==> src/rtl/core_pkg.sv <==
// Shared definitions for the execute/memory boundary of the 5-stage core:
// datapath defaults, the hardwired-zero register index and hazard FSM states.
package core_pkg;

  localparam int DATA_W_DEF = 32;
  localparam int REG_AW_DEF = 4;

  // Register index 0 always reads as zero and is never a forwarding source.
  localparam int REG_ZERO = 0;

  typedef enum logic {
    RUN   = 1'b0,
    STALL = 1'b1
  } fsm_state_e;

endpackage

==> src/rtl/hazard_fsm.sv <==
// Load-use hazard detector. Holds the front end and bubbles ID/EX for
// LU_STALLS cycles, the first of which is the detect cycle itself.
module hazard_fsm
  import core_pkg::*;
#(
  parameter int REG_AW    = REG_AW_DEF,
  parameter int LU_STALLS = 1
) (
  input  logic              clk,
  input  logic              rst_n,
  input  logic              id_ex_mr_i,
  input  logic [REG_AW-1:0] id_ex_rd_i,
  input  logic [REG_AW-1:0] if_id_rs1_i,
  input  logic [REG_AW-1:0] if_id_rs2_i,
  output logic              pc_write_o,
  output logic              if_id_write_o,
  output logic              id_ex_bubble_o
);

  fsm_state_e state_q, state_d;
  // Remaining stall cycles after the current one.
  logic [1:0] cnt_q, cnt_d;
  logic       haz;
  logic       stall;

  assign haz = id_ex_mr_i
             & (id_ex_rd_i != REG_AW'(REG_ZERO))
             & ((id_ex_rd_i == if_id_rs1_i) | (id_ex_rd_i == if_id_rs2_i));

  // State and counter registers; async reset returns to RUN.
  always_ff @(posedge clk or negedge rst_n) begin
    if (!rst_n) begin
      state_q <= RUN;
      cnt_q   <= 2'd0;
    end else begin
      state_q <= state_d;
      cnt_q   <= cnt_d;
    end
  end

  // Next state and stall request; a single-cycle stall never leaves RUN.
  always_comb begin
    state_d = state_q;
    cnt_d   = cnt_q;
    stall   = 1'b0;
    case (state_q)
      RUN: begin
        if (haz) begin
          stall = 1'b1;
          if (LU_STALLS > 1) begin
            state_d = STALL;
            cnt_d   = 2'(LU_STALLS - 1);
          end
        end
      end
      STALL: begin
        stall = 1'b1;
        cnt_d = cnt_q - 2'd1;
        if (cnt_d == 2'd0) state_d = RUN;
      end
      default: state_d = RUN;
    endcase
  end

  // Gate with reset so a hazard on the inputs cannot hold the front end in reset.
  assign pc_write_o     = ~(stall & rst_n);
  assign if_id_write_o  = ~(stall & rst_n);
  assign id_ex_bubble_o = stall & rst_n;

endmodule

==> src/rtl/ex_mem_fwd_ctrl.sv <==
// EX/MEM pipeline register with EX-stage forwarding selects and the
// load-use stall controller for the front end.
module ex_mem_fwd_ctrl
  import core_pkg::*;
#(
  parameter int DATA_W    = DATA_W_DEF,
  parameter int REG_AW    = REG_AW_DEF,
  parameter int LU_STALLS = 1
) (
  input  logic              clk,
  input  logic              rst_n,
  input  logic [REG_AW-1:0] id_ex_rs1,
  input  logic [REG_AW-1:0] id_ex_rs2,
  input  logic [REG_AW-1:0] id_ex_rd,
  input  logic              id_ex_rw,
  input  logic              id_ex_mr,
  input  logic              id_ex_mw,
  input  logic              id_ex_alu_src,
  input  logic [DATA_W-1:0] alu_result,
  input  logic [DATA_W-1:0] rd2_2,
  input  logic [REG_AW-1:0] if_id_rs1,
  input  logic [REG_AW-1:0] if_id_rs2,
  output logic              FA,
  output logic              FB,
  output logic [DATA_W-1:0] alu_result_1,
  output logic [DATA_W-1:0] ex_mem_wdata,
  output logic [REG_AW-1:0] ex_mem_rd,
  output logic              ex_mem_rw,
  output logic              ex_mem_mr,
  output logic              ex_mem_mw,
  output logic              pc_write,
  output logic              if_id_write,
  output logic              id_ex_bubble
);

  logic [DATA_W-1:0] alu_result_q;
  logic [DATA_W-1:0] wdata_q;
  logic [REG_AW-1:0] rd_q;
  logic              rw_q;
  logic              mr_q;
  logic              mw_q;
  logic              fv;

  // EX/MEM register: loads every cycle, no enable.
  always_ff @(posedge clk or negedge rst_n) begin
    if (!rst_n) begin
      alu_result_q <= '0;
      wdata_q      <= '0;
      rd_q         <= '0;
      rw_q         <= 1'b0;
      mr_q         <= 1'b0;
      mw_q         <= 1'b0;
    end else begin
      alu_result_q <= alu_result;
      wdata_q      <= rd2_2;
      rd_q         <= id_ex_rd;
      rw_q         <= id_ex_rw;
      mr_q         <= id_ex_mr;
      mw_q         <= id_ex_mw;
    end
  end

  assign alu_result_1 = alu_result_q;
  assign ex_mem_wdata = wdata_q;
  assign ex_mem_rd    = rd_q;
  assign ex_mem_rw    = rw_q;
  assign ex_mem_mr    = mr_q;
  assign ex_mem_mw    = mw_q;

  // Load data is not available in EX/MEM yet, so loads never forward from here.
  assign fv = rw_q & ~mr_q & (rd_q != REG_AW'(REG_ZERO));

  // FB also covers store data: the ALU keeps its immediate while the store
  // operand takes the forwarded value. Non-store immediate ops never use rs2.
  assign FA = fv & (rd_q == id_ex_rs1);
  assign FB = fv & (rd_q == id_ex_rs2) & (id_ex_mw | ~id_ex_alu_src);

  hazard_fsm #(
    .REG_AW    (REG_AW),
    .LU_STALLS (LU_STALLS)
  ) u_hazard_fsm (
    .clk            (clk),
    .rst_n          (rst_n),
    .id_ex_mr_i     (id_ex_mr),
    .id_ex_rd_i     (id_ex_rd),
    .if_id_rs1_i    (if_id_rs1),
    .if_id_rs2_i    (if_id_rs2),
    .pc_write_o     (pc_write),
    .if_id_write_o  (if_id_write),
    .id_ex_bubble_o (id_ex_bubble)
  );

endmodule

==> config.mk <==
export PLATFORM = sky130hd
export DESIGN_NAME = ex_mem_fwd_ctrl
export DESIGN_NICKNAME = d
export VERILOG_FILES = /design/src/rtl/core_pkg.sv /design/src/rtl/hazard_fsm.sv /design/src/rtl/ex_mem_fwd_ctrl.sv
export SDC_FILE = /design/constraint.sdc
export NUM_CORES = 1
export LEC_CHECK = 0
export ABC_AREA = 1
export BUFFER_PORTS_ARGS = -buffer_cell sky130_fd_sc_hd__buf_2
export CAP_MARGIN = 15
export CORE_MARGIN = 3
export CORE_UTILIZATION = 35
export DETAILED_ROUTE_END_ITERATION = 8
export GPL_ROUTABILITY_DRIVEN = 0
export PLACE_DENSITY = 0.7
export SYNTH_ARGS = -nofsm -noshare
export SYNTH_HDL_FRONTEND = slang
export SYNTH_HIERARCHICAL = 1
export SYNTH_SLANG_ARGS = --single-unit
==> constraint.sdc <==
create_clock -name clk -period 1 [get_ports clk]
set_input_delay 0.05 -clock clk [delete_from_list [all_inputs] [get_ports clk]]
set_output_delay 0.05 -clock clk [all_outputs]
set_load 0.05 [all_outputs]
==> flow_summary.json <==
{
  "status": "finished, violations left",
  "violations": "setup timing",
  "yosys_warnings": 6,
  "dp_cells": 421,
  "vias": 2199,
  "max_cap_viol_count": 0,
  "nets": 523,
  "hold_class": "in2async",
  "grt_remaining_overflow": 0,
  "fillers": 392,
  "synth-seq-area-share_pct": 80.7,
  "fin_cells": 512,
  "synth_cell_types": 15,
  "slew_violations": 0,
  "yosysMostFrequentCell": "dfrtp_1",
  "fin_crit_sh_pct": 144,
  "synth-seq-cells": 74,
  "finalWirelength_mm": 8.10,
  "rows": 28,
  "routedWlPerCell_um": 15.8,
  "synth_nets": 267,
  "die-height_um": 87.0,
  "met1_usage_pct": 21.9,
  "drt-initial-drc-count": 45,
  "fin_ws_ns": -0.440,
  "drt_first_pass_iters": 4,
  "grt_max_degree": 67,
  "cts-root-buf": "clkbuf_8",
  "syn-mean-instance-area_um2": 13.0,
  "worst-path-max-fanout": 5,
  "clk-insertion-delay-late_ns": 0.34,
  "numClockSinks": 74,
  "crit_path_end_kind": "primary output",
  "cp.arrival_ns": 1.39,
  "grt_util_met3_pct": 10.1,
  "start_util_pct": 37.4,
  "pin_count": 166,
  "power.density_mw_per_mm2": 1690,
  "syn_to_final_growth_pct": 102,
  "synthTopCellsByCount": "dfrtp_1 (74), nand2_1 (50), inv_1 (19)",
  "synth_flop_cell": "dfrtp_1",
  "grt_pass1_wl_mm": 11.9,
  "timing_hold_violations_final": 0,
  "hpwlAfterDp_mm": 4.46,
  "rsz0062_at_grt": "true",
  "synthArstFlopShare_pct": 100,
  "min_period_ns": 1.44,
  "worst_clock_skew_ns": 0.00263,
  "power_mw": 7.84,
  "path_class": "reg2out",
  "drc": 0,
  "start_kind": "register",
  "yosysTopAreaCell": "dfrtp_1",
  "synth_top_cell_area_share_pct": 80.7,
  "grt_pass1_vias": 2465,
  "fp.dieW_um": 87.0,
  "grtUsageMet2_pct": 36.1,
  "synth_area_leaders": "dfrtp_1 (81%), nand2_1 (8.2%), inv_1 (3.1%)",
  "grt.total_usage_pct": 21.1,
  "fmax_mhz": 694,
  "antenna_cells": 0,
  "cts.path.max_buffers": 2,
  "vdd_drop_max_mv": 1.11,
  "slew_headroom_pct": 77.9,
  "leakagePower_nw": 2.43,
  "portBuffers": 165,
  "cts-buffers-inserted": 9,
  "globalRoute.busiestLayer": "met2",
  "tightest_slew_ns": 0.331,
  "finalSetupViolCount": 9,
  "netlist_area_mm2": 0.00229,
  "worst_ep_required_time_ns": 0.95,
  "dieArea_mm2": 0.00756,
  "clkSlewWorstSetupHoldPaths_ns": 0.08,
  "synth_edf_count": 0,
  "cts_tree": "built",
  "drive_above_1_share_pct": 50.3,
  "htree_levels": 3,
  "viasPerCell": 4.29,
  "core_mm2": 0.00613,
  "ant_nets": 0,
  "antenna_found_initial": 0,
  "pre_cts_slack_ns": -0.135,
  "synthCells": 176
}
[path summary, 6_finish.rpt]
path                       slack (ns)                   from                     to  cells after the start
hold reg to reg                  0.49  u_hazard_fsm/cnt_q[0]  u_hazard_fsm/cnt_q[0]                      1
setup reg to reg                 0.06  u_hazard_fsm/cnt_q[0]  u_hazard_fsm/cnt_q[1]                      3
max in group asynchronous        0.34                  rst_n           ex_mem_rd[1]                      3
setup / recovery                -0.44           ex_mem_rd[0]                     FA                      4
hold / removal                   0.28                  rst_n       alu_result_1[29]                      3
min in group clk                 0.34         alu_result[30]       alu_result_1[30]                      2
[cell families after synthesis]
logic type | synth area share [%]
adder cells (fa/ha/maj) | 0.545
buffers and inverters | 4.58
flip-flops | 80.7
XOR/XNOR | 1.53
AO/OA/AOI/OAI | 1.36
AND/OR/NAND/NOR | 11.2
[timing repair]
item                                    in CTS  in global routing
gates resized for setup                     42                107
cloned                                       0                  0
endpoints found under the hold margin      145                 74
hold buffers                                72                  1
pin swaps                                   11                  1
buffers inserted                             1                  2
endpoints found under the setup margin      32                 60
[critical path: stages, from the launching register on]
cell and delay (ns):
dfrtp_2 0.46, xnor2_1 0.21, nand2_1 0.12, nor2_4 0.11, buf_6 0.16
[layout by cell type, fill, tap and decap left out, types with 2 or more instances in the layout]
cell,n
dfrtp_2,6
clkbuf_4,7
a21oi_2,2
xnor2_1,2
buf_4,52
buf_6,22
buf_2,89
nor2_1,6
inv_1,18
inv_2,8
nor2_2,5
nor2_4,2
nand2_1,47
buf_8,3
dlygate4sd3_1,72
bufinv_16,4
clkbuf_8,9
nand2_2,3
dfrtp_1,68
[metrics by stage]
step	utilization [%]	TNS (ns)	hold slack (ns)	instance area [µm²]
detailed placement	53.8	-0.364	0.0293	3300
floorplan	-	-0.377	-0.246	2330
finish	75.5	-1.58	0.282	4630
global route	75.5	-2.26	0.287	4630
CTS	72.1	-1.97	0.303	4420
global placement	53.8	-0.304	0.0261	3300
[metal layers]
metal / share of wire (%) / vias to the layer above
li1: - / 1029
met1: 33 / 1028
met2: 53 / 128
met3: 12 / 14
met4: 1.9 / 0
met5: 0 / -
[area by class of cell]
cell class	count	area (µm²)	area share (%)
inverter	26	97.6	2.11
clock inverter	7	149	3.22
sequential	74	1860	40.2
tap	75	93.8	2.03
clock buffer	9	124	2.68
timing repair buffer	246	1920	41.5
multi-input combinational	75	384	8.30
[flip-flops by register name (all words and copies together), names as in the netlist]
signal	count
u_hazard_fsm/state_q	1
ex_mem_wdata	32
ex_mem_rw	1
ex_mem_mr	1
ex_mem_mw	1
alu_result_1	32
u_hazard_fsm/cnt_q	2
ex_mem_rd	4
[where the power goes]
| group | leakage (nW) | switching, mW | total, mW | internal [mW] |
|---|---|---|---|---|
| Clock | 0.136 | 1.18 | 3.13 | 1.94 |
| Sequential | 0.863 | 0.0734 | 3.21 | 3.14 |
| Combinational | 1.44 | 0.896 | 1.50 | 0.607 |
| Total | 2.43 | 2.15 | 7.84 | 5.68 |
Note: power is estimated with default switching activity, not from simulation.
